`src/rtl/rb1_arbiter.sv`:
```
// Two-requester round-robin arbiter for the RB1 bank.
// The owner gets one access per cycle. It keeps the bank until it drops
// its request, or until it has made BURST_MAX accesses while the other
// requester is waiting. The bank strobe is a combinational mux from the
// owner's inputs. A read returns data on q one cycle later, marked by ack.
//
// state | meaning
// IDLE  | nobody owns the bank; bank held in idle read at address 0
// OWN0  | requester 0 owns the bank
// OWN1  | requester 1 owns the bank
module rb1_arbiter #(
    parameter int BURST_MAX = 18
) (
    input  logic       clk,
    input  logic       rst,
    input  logic       req0,
    input  logic       req1,
    input  logic       rw0,
    input  logic       rw1,
    input  logic [4:0] a0,
    input  logic [4:0] a1,
    input  logic [7:0] d0,
    input  logic [7:0] d1,
    output logic       gnt0,
    output logic       gnt1,
    output logic       ack0,
    output logic       ack1,
    output logic [7:0] q,
    output logic       RB1_RW,
    output logic [4:0] RB1_A,
    output logic [7:0] RB1_D,
    input  logic [7:0] RB1_Q
);

    typedef enum logic [1:0] {
        IDLE = 2'd0,
        OWN0 = 2'd1,
        OWN1 = 2'd2
    } state_t;

    localparam logic [4:0] CNT_MAX = 5'(BURST_MAX);

    state_t     state, state_nxt;
    logic       last, last_nxt;
    logic [4:0] cnt, cnt_nxt, cnt_acc;
    logic       sel1;
    logic       own_req;
    logic       oth_req;
    logic       access;

    // Decode who owns the bank. Also decide whether an access happens this cycle.
    // rst gates the access, so a reset cycle can never write to the bank.
    always_comb begin
        sel1    = (state == OWN1);
        own_req = ((state == OWN0) && req0) || ((state == OWN1) && req1);
        oth_req = sel1 ? req0 : req1;
        access  = own_req && !rst;
        cnt_acc = (access && (cnt != CNT_MAX)) ? cnt + 5'd1 : cnt;
    end

    // Next state, burst counting and the bank strobe mux.
    always_comb begin
        state_nxt = state;
        last_nxt  = last;
        cnt_nxt   = cnt_acc;
        RB1_RW    = 1'b1;
        RB1_A     = 5'd0;
        RB1_D     = 8'd0;
        if (access) begin
            RB1_RW = sel1 ? rw1 : rw0;
            RB1_A  = sel1 ? a1  : a0;
            RB1_D  = sel1 ? d1  : d0;
        end
        case (state)
            IDLE: begin
                cnt_nxt = 5'd0;
                if (req0 && req1)
                    state_nxt = last ? OWN0 : OWN1;
                else if (req0)
                    state_nxt = OWN0;
                else if (req1)
                    state_nxt = OWN1;
            end
            OWN0, OWN1: begin
                // Release on request drop, or force handover once the burst is used up
                if (!own_req || (oth_req && (cnt_acc == CNT_MAX))) begin
                    last_nxt  = sel1;
                    cnt_nxt   = 5'd0;
                    state_nxt = oth_req ? (sel1 ? OWN0 : OWN1) : IDLE;
                end
            end
            default: begin
                state_nxt = IDLE;
                cnt_nxt   = 5'd0;
            end
        endcase
    end

    // State, pointer, counter and registered grant/ack outputs.
    always_ff @(posedge clk) begin
        if (rst) begin
            state <= IDLE;
            last  <= 1'b1;
            cnt   <= 5'd0;
            gnt0  <= 1'b0;
            gnt1  <= 1'b0;
            ack0  <= 1'b0;
            ack1  <= 1'b0;
        end else begin
            state <= state_nxt;
            last  <= last_nxt;
            cnt   <= cnt_nxt;
            gnt0  <= (state_nxt == OWN0);
            gnt1  <= (state_nxt == OWN1);
            ack0  <= access && !sel1 && rw0;
            ack1  <= access && sel1 && rw1;
        end
    end

    assign q = RB1_Q;

endmodule

```
`config.mk`:
```
export PLATFORM = sky130hd
export DESIGN_NAME = rb1_arbiter
export DESIGN_NICKNAME = d
export VERILOG_FILES = /design/src/rtl/rb1_arbiter.sv
export SDC_FILE = /design/constraint.sdc
export NUM_CORES = 1
export LEC_CHECK = 0
export CORE_ASPECT_RATIO = 1.4
export CORE_UTILIZATION = 34
export CTS_CLUSTER_SIZE = 14
export DETAILED_ROUTE_END_ITERATION = 8
export GPL_TIMING_DRIVEN = 0
export MAX_ROUTING_LAYER = met4
export PLACE_DENSITY = 0.77
export SETUP_SLACK_MARGIN = 0.2
export SLEW_MARGIN = 20
export SYNTH_ARGS = -nofsm -noshare
export SYNTH_HDL_FRONTEND = slang
export SYNTH_SLANG_ARGS = --single-unit
```
`constraint.sdc`:
```
create_clock -name clk -period 2.35 [get_ports clk]
set_clock_uncertainty 0.15 [all_clocks]
set_input_delay 0.47 -clock clk [delete_from_list [all_inputs] [get_ports clk]]
set_output_delay 0.47 -clock clk [all_outputs]
set_load 0.02 [all_outputs]
```
== Yosys cells after proc, flatten, opt, wreduce, memory -nomap -nowiden ==
Cells that the tools add are included.

* Register bits: 12
* Bits in latches: 0
* RAM bits: 0
* Memory bits (read-only): 0
* Input port bits: 40
* Output and inout port bits: 26
* Logic and storage cells: 50
* Memories kept: 0

* Add/subtract/negate cells: 1
* Multiply operators: 0
* Divide/modulo/power cells: 0
* Order comparisons: 0
* Equality and inequality tests: 6
* Shifts and indexed selects: 0
* Mux-type cells: 16
* Bitwise logic cells: 1
* Reductions and logical operators: 19

{| class="wikitable"
|+ Operator list
! kind !! count
|-
| 8-bit 2-to-1 mux || 2
|-
| 5-bit 2-to-1 mux || 3
|-
| 2-bit 2-to-1 mux || 7
|-
| 1-bit logical AND || 10
|-
| 5-bit by 1-bit adder with 5-bit output, second input constant || 1
|-
| 5-bit == test, second input constant || 1
|-
| 5-bit inequality test, second input constant || 1
|-
| 2-bit by 1-bit == test with 1-bit output, second input constant || 2
|-
| 2-bit == test, second input constant || 2
|-
| 2-bit one-hot mux with 2 select lines || 1
|-
| 1-bit zero test || 3
|-
| 1-bit 2-to-1 mux || 3
|-
| 3-bit OR reduction || 1
|-
| 2-bit zero test || 1
|-
| 1-bit logical OR || 2
|-
| 2-bit AND reduction || 1
|-
| 2-bit OR reduction || 1
|-
| 1-bit NOT || 1
|}

== Logic depth before layout (Yosys ltp) ==
Gate-level depths: netlist (run 1).

* Depth after elaboration: 12
* Mapped depth: 8

== Worst setup path before layout (run 1) ==
Ideal clock, no wire load.

* Kind: reg-to-output
* Start: register state[0]
* End: output port RB1_A[0]
* Arrival: 1.903 ns
* Required time: 1.730 ns
* Setup slack: -0.173 ns
* Stages on the path, launching flop included: 7
* Cell sequence: dfxtp_1 inv_1 ha_1 buf_1 clkbuf_1 mux2i_1 nor2_1

* Longest elaborated chain between the ends: 5

{| class="wikitable"
|+ RTL lines
! item !! line !! RTL
|-
| start, declared || 43 || <nowiki>state_t state, state_nxt;</nowiki>
|-
| start signal, assigned || 110 || <nowiki>state <= state_nxt;</nowiki>
|-
| 2-bit == test (*) || 54 || <nowiki>sel1 = (state == OWN1);</nowiki>
|-
| named net sel1 || 46 || <nowiki>logic sel1;</nowiki>
|-
| 1-bit logical AND || 55 || <nowiki>own_req = ((state == OWN0) && req0) || ((state == OWN1) && req1);</nowiki>
|-
| 1-bit logical OR || 55 ||
|-
| 1-bit logical AND || 57 || <nowiki>access = own_req && !rst;</nowiki>
|-
| 5-bit 2-to-1 mux (*) || 69 || <nowiki>if (access) begin</nowiki>
|-
| end, declared || 30 || <nowiki>output logic [4:0] RB1_A,</nowiki>
|}

The timed path passes the listed nets; every way through them passes the cells marked *.

== Worst setup path in the final report (run 1) ==
* Start: register state[0]
* End: output port RB1_RW

* Longest elaborated chain between the ends: 5

{| class="wikitable"
|+ RTL lines
! item !! line !! RTL
|-
| 2-bit == test (*) || 54 ||
|-
| named net sel1 || 46 ||
|-
| 1-bit logical AND || 55 ||
|-
| 1-bit logical OR || 55 ||
|-
| 1-bit logical AND || 57 ||
|-
| 1-bit 2-to-1 mux (*) || 69 ||
|-
| end, declared || 29 || <nowiki>output logic RB1_RW,</nowiki>
|}

Marked as above.

==> results.yml, run 1 <==
status:
  status: "finished with violations"
  violations: "negative setup slack"
critical_path:
  crit_chain: "inv_4, ha_4, a22oi_4, buf_4, buf_4, nor2_1, nand3_1, clkdlybuf4s15_2"
  regToRegEndpoint: "state[0]$_SDFF_PP0_"
  crit_top_cell: "buf_4"
  crit_slowest_cell: "dfxtp_4"
  rr_worst_depth: 8
  worstPathMaxFanout: 4
  startpoint: "state[0]$_SDFF_PP0_"
  worstPathRequired_ps: 1730
  r2r-start: "state[0]$_SDFF_PP0_"
  reg2reg_slack_ps: -10
  end_kind: "primary output"
  cp-start-kind: "flop"
  path_class: "reg2out"
  critPathMaxStageDelay_ps: 370
  cp_data_arrival_time_ps: 1790
clock_tree:
  root_buffer: "clkbuf_8"
  holdBufCountCts: 0
  cts.clk_slew.worst_paths_ps: 60
  htree_levels: 1
  cts_buffer_depth: 2
  tritoncts: "yes"
  cts_sinks: 12
  cts_made_buffers: 3
  clock_latency_ps: 250
yosys:
  synthesis.area_um2: 1090
  muxShareOfSynthArea_pct: 15.6
  syn_area_per_cell_um2: 7.98
  yosys.area.top_type: "dfxtp_1"
  synth-seq-cells: 12
  synth_area_leaders: "dfxtp_1 (22%), mux2i_1 (16%), nor2_1 (8.6%), ha_1 (6.9%), buf_4 (5.5%)"
  ys_types: 39
  syn_nets: 183
  post-synth-top-area-fraction_pct: 22.0
  synth-xor-area-share_pct: 2.40
  ys_seq_area_share_pct: 22.0
  synth-simple-area-share_pct: 27.7
  yosysWarningCount: 0
  synthAdderAreaFrac_pct: 7.78
  netlist_instances: 137
  synth_compound_area_share_pct: 16.0
  synth_top_family_by_area: "simple AND/OR/NAND/NOR gates"
detailed_routing:
  via_count: 1320
  antenna_left: 0
  drt_iter0_markers: 43
  avgViaCountPerCell: 5.24
  firstDrtPassIters: 4
  totalWireLength_um: 4050
  post-route-drc-count: 0
  post_drt_wl_per_cell_um: 16.1
power_and_ir_drop:
  vdd_ir_drop_max_uv: 426
  p_int_w: 0.000775
  power_switching_w: 0.000499
  swShare_pct: 39.2
  combPwrFrac_pct: 60.6
  p_leak_nw: 0.843
  pwr-share-clk_pct: 18.9
  sequentialPowerShare_pct: 20.5
  powerDensity_nw_per_um2: 578
sta:
  slew_violations: 0
  rsz0062_at_grt: "true"
  final-hold-violation-count: 0
  period_share_pct: 103
  max_freq_mhz: 415
  worst_pin_slew_ps: 465
  fin_ws_ps: -59.0
  period_minus_slack_ps: 2410
  setup_viol: 13
  maxSlewHeadroom_pct: 69.0
floorplanning:
  fp.dieH_um: 69.1
  rows: 24
  initial_utilization_pct: 35.4
  core_area_um2: 3090
  pin_count: 66
  die_area_um2: 3450
  fp.dieW_um: 49.9
run:
  cap_viol_max_count: 0
finish:
  stdcell_area_um2: 2210
  area_delta_synth_final_pct: 102
  nFillCells: 218
  final_cell_count_no_fill: 252
  multi_input_area_um2: 1000
  layout.area.seq_um2: 255
  final_nets: 260
  antenna_cells: 0
  drive_gt1_share_pct: 45.1
global_routing:
  grt_use_total_pct: 21.5
  grt_pass1_vias: 1354
  grt_overflow: 0
  grt_pass1_wl_um: 5630
  grt_antenna_before_repair: 0
  grt_max_degree: 11
placed_design:
  placed_area_um2: 1750
  dp_hpwl_um: 2520
  placed_cells: 233
  gp_congestion: 0.841
  pre_cts_slack_ps: -873
  io_buffers: 57
min_path:
  hp-start: "last$_SDFFE_PP1P_"
  worstHoldEndpoint: "last$_SDFFE_PP1P_"
  min_path_cells: 2
  hold_class: "reg2reg"
[metal layers]
metal  track usage, %  part of all wire (%)  vias to the layer above
met1             21.1                    36                      623
met4             13.0                   3.1                        0
met3             1.55                   4.8                        9
li1                 -                     -                      625
met2             39.6                    56                       63
met5                -                     0                        -
[cells by family (layout without fill, tap and decap cells)]
kind of cell | count (synthesis) | in the layout
mux | 17 | 17
buf+inv | 17 | 93
compound gates | 20 | 20
simple gates | 61 | 61
xor+xnor | 3 | 3
fa+ha+maj | 7 | 7
flops | 12 | 12
[what timing repair did]
action / in CTS / in global routing
pin swaps: 11 / 11
gates resized for setup: 99 / 57
cloned: 0 / 1
buffers inserted: 10 / 4
endpoints found under the setup margin: 24 / 24
[stage by stage]
stage | TNS [ps] | util, % | power (W) | hold slack [ps]
finish | -334 | 71.3 | 0.00127 | 481
floorplan | 0 | - | 0.000611 | 326
detailed placement | -17020 | 56.7 | 0.000796 | 353
global route | -1570 | 71.3 | 0.00133 | 497
CTS | -90.1 | 62.6 | 0.00110 | 368
global placement | -16890 | 56.7 | 0.000783 | 345
[area by class of cell]
type,count,share of cell area (%)
Multi-Input combinational cell,108,45.5
Clock buffer,4,2.50
Buffer,13,5.67
Timing Repair Buffer,72,31.7
Inverter,4,0.908
Sequential cell,12,11.6
Tap cell,39,2.21
[critical path: cells and delay by family (launching register included)]
kind            cells  cell delay, ps
fa+ha+maj           1             160
buf+inv             4             610
compound gates      1              90
simple gates        2             310
flops               1             370
[placed cells by master, fill, tap and decap left out, drive strengths merged, types with 2 or more instances in the layout]
cell and instances:
clkdlybuf4s50 40, inv 4, o21ai 4, nand2b 6, a22oi 2, ha 6, nor3 6, clkdlybuf4s15 2
buf 39, o21a 2, nand4 2, nand2 10, clkbuf 7, nand3 2, nor2b 5, mux2i 17
nor2 25, dfxtp 12, xnor2 2
[how the worst max path moves through the flow]
stage / to / slack (ps)
after floorplan: gnt0$_SDFF_PP0_ / 50
after global placement: RB1_D[7] / -860
after detailed placement: RB1_D[7] / -870
after CTS: state[0]$_SDFF_PP0_ / -30
after global routing: state[0]$_SDFF_PP0_ / -120
final: RB1_RW / -60
[synthesized netlist by cell type, drive strengths merged]
cell / instances
a221o: 1
nor2: 25
nand4: 2
clkbuf: 4
a21oi: 1
a21boi: 1
buf: 9
a211oi: 1
ha: 6
nor2b: 5
o311ai: 1
dfxtp: 12
o21ba: 1
o21ai: 4
nand2: 10
nand3: 2
or2: 1
nor3: 6
o2111ai: 1
a31o: 1
and3: 1
a21o: 1
and4bb: 1
nor4: 1
inv: 4
xnor2: 2
a22oi: 2
xor2: 1
nand2b: 6
o32a: 1
or4b: 1
a2bb2oi: 1
maj3: 1
a211o: 1
o21a: 2
mux2i: 17
[power groups by stage]
stage                     sequential [W]  combinational, W  clock [W]
after floorplan                 0.000270          0.000341          0
after CTS                       0.000257          0.000606   0.000233
after detailed placement        0.000261          0.000535          0
final                           0.000261          0.000773   0.000240
after global placement          0.000259          0.000525          0
after global routing            0.000264          0.000815   0.000249
[sequential cells by signal, summed over array words and instances (netlist names)]
| register | cells |
|---|---|
| gnt1 | 1 |
| cnt | 5 |
| last | 1 |
| gnt0 | 1 |
| state | 2 |
| ack0 | 1 |
| ack1 | 1 |
(Power assumes the default switching activity.)
==> run 2, diff against run 1 <==
- PLACE_DENSITY: 0.77 -> 0.78
- TNS_END_PERCENT: default -> 10
==> run 2 against run 1 <==
- the run still ends with negative setup slack left
- cell count down 2.4%
- via count down 3.9%
- clock power down 5%
- largest cell class unchanged
- sequential share of layout area is 1.8 points higher
- fmax is 0.91% lower
- critical path type is now reg2reg
- highest routed layer unchanged
==> results.yml, run 2 (synthesized netlist as in run 1, its figures left out) <==
critical_path:
  crit_buf_inv: 1
  worstPathRequired_ps: 2390
  crit_chain: "inv_4, ha_4, a22oi_4, nor3_4, or4b_4, a22oi_2, mux2i_2, o21a_1"
  regToRegEndpoint: "state[0]$_SDFF_PP0_"
  cp_data_arrival_time_ps: 2470
  rr_worst_depth: 8
  critPathMaxStageDelay_ps: 500
  end_kind: "flop"
  path_class: "reg2reg"
  cp_top_family: "compound AO/OA/AOI/OAI gates"
  startpoint: "state[0]$_SDFF_PP0_"
  r2r-start: "state[0]$_SDFF_PP0_"
  reg2reg_slack_ps: -80
  cp-start-kind: "flop"
  path_depth: 8
  worstPathMaxFanout: 5
  crit_slowest_cell: "or4b_4"
placed_design:
  pre_cts_slack_ps: -914
  gp_congestion: 0.819
  dp_hpwl_um: 2590
  io_buffers: 57
global_routing:
  grt_max_degree: 11
  grt_pass1_wl_um: 5780
  grt_overflow: 0
  grt_pass1_vias: 1374
  grt_antenna_before_repair: 0
  grt_use_total_pct: 22.2
clock_tree:
  cts_sinks: 12
  root_buffer: "clkbuf_8"
  clock_latency_ps: 250
  htree_levels: 1
  holdBufCountCts: 0
  cts_made_buffers: 3
  tritoncts: "yes"
  cts.clk_slew.worst_paths_ps: 60
  cts_buffer_depth: 2
detailed_routing:
  post_drt_wl_per_cell_um: 13.8
  firstDrtPassIters: 4
  avgViaCountPerCell: 5.15
  drt_iter0_markers: 34
  post-route-drc-count: 0
  totalWireLength_um: 3400
  antenna_left: 0
  via_count: 1268
finish:
  nFillCells: 268
  largest-register: "cnt"
  post-route-util_pct: 61.6
  drive_gt1_share_pct: 29.0
  layout_commonest_cell: "clkdlybuf4s50_1"
  largest_reg_flops: 5
  final_nets: 254
  area_delta_synth_final_pct: 74.3
  final_cell_mix: "clkdlybuf4s50_1 (40), buf_4 (31), nor2_1 (25)"
  top_regs: "cnt (5), state (2)"
  antenna_cells: 0
floorplanning:
  pin_count: 66
  rows: 24
  fp.dieH_um: 69.1
  initial_utilization_pct: 35.4
  die_area_um2: 3450
  fp.dieW_um: 49.9
  core_area_um2: 3090
status:
  status: "finished with violations"
  violations: "negative setup slack"
sta:
  maxSlewHeadroom_pct: 73.5
  rsz0062_at_grt: "true"
  fin_ws_ps: -81.0
  slew_violations: 0
  final-hold-violation-count: 0
  period_share_pct: 103
  worst_pin_slew_ps: 398
  setup_viol: 4
  max_freq_mhz: 411
  period_minus_slack_ps: 2430
min_path:
  hold_class: "reg2reg"
  min_path_cells: 2
  worstHoldEndpoint: "last$_SDFFE_PP1P_"
  hp-start: "last$_SDFFE_PP1P_"
power_and_ir_drop:
  p_leak_nw: 0.771
  vdd_ir_drop_max_uv: 366
  powerDensity_nw_per_um2: 566
run:
  cap_viol_max_count: 0
[run 2: changes by cell type in the layout (fill, tap and decap cells not counted), sizes merged]
cell           before  now
clkbuf              7    8
buf                39   31
dlygate4sd2         1    3
clkdlybuf4s15       2    1
[run 2: stage by stage]
| step | hold WS, ps | total power, W | area, µm² | std cells | TNS (ps) |
|---|---|---|---|---|---|
| final | 390 | 0.00108 | 1910 | 246 | -216 |
| after CTS | 403 | 0.00107 | 1890 | 246 | -623 |
| after detailed placement | 398 | 0.000799 | 1750 | 233 | -17390 |
| after floorplan | 326 | 0.000610 | 1130 | 137 | 0 |
| after global placement | 349 | 0.000781 | 1750 | 233 | -16440 |
| after global routing | 420 | 0.00114 | 1910 | 246 | -1440 |
[run 2: power breakdown]
part	leakage [nW]	switching [W]	internal (W)
logic	0.642	0.000293	0.000303
clock network	0.0288	0.0000799	0.000148
registers	0.101	0.0000192	0.000235
total	0.771	0.000392	0.000686
[run 2: tightest hold or removal path: cells and delay by family, from the launching register on]
| kind | cells | cell delay (ps) |
|---|---|---|
| multiplexers | 1 | 80 |
| flip-flops | 1 | 310 |
| AND/OR/NAND/NOR | 1 | 100 |
[run 2: worst max-delay path by stage]
stage,slack (ps),end
after floorplan,50,gnt0$_SDFF_PP0_
after global placement,-860,RB1_D[7]
after detailed placement,-910,RB1_A[0]
after CTS,-110,state[0]$_SDFF_PP0_
after global routing,-160,state[0]$_SDFF_PP0_
final,-80,state[0]$_SDFF_PP0_
[run 2: per-layer routing]
layer / vias to the layer above / global-route usage, % / part of all wire, %
li1: 610 / - / -
met1: 585 / 22.6 / 35
met2: 64 / 40.7 / 57
met3: 9 / 1.10 / 4.7
met4: 0 / 12.4 / 2.9
met5: - / - / 0
[run 2: final cells by class]
class / count / area (µm²) / share of cell area [%]
inverter: 4 / 17.5 / 0.919
buffer: 13 / 113 / 5.91
sequential: 12 / 255 / 13.4
timing repair buffer: 66 / 603 / 31.6
tap: 39 / 48.8 / 2.56
clock buffer: 4 / 55.1 / 2.89
multi-input combinational: 108 / 813 / 42.7
[run 2: timing repair]
action                                  CTS  global route
pin swaps                                 8             6
endpoints found under the setup margin   24            24
gates resized for setup                  87             5
hold endpoints to repair                  0             0
setup buffers                             9             0
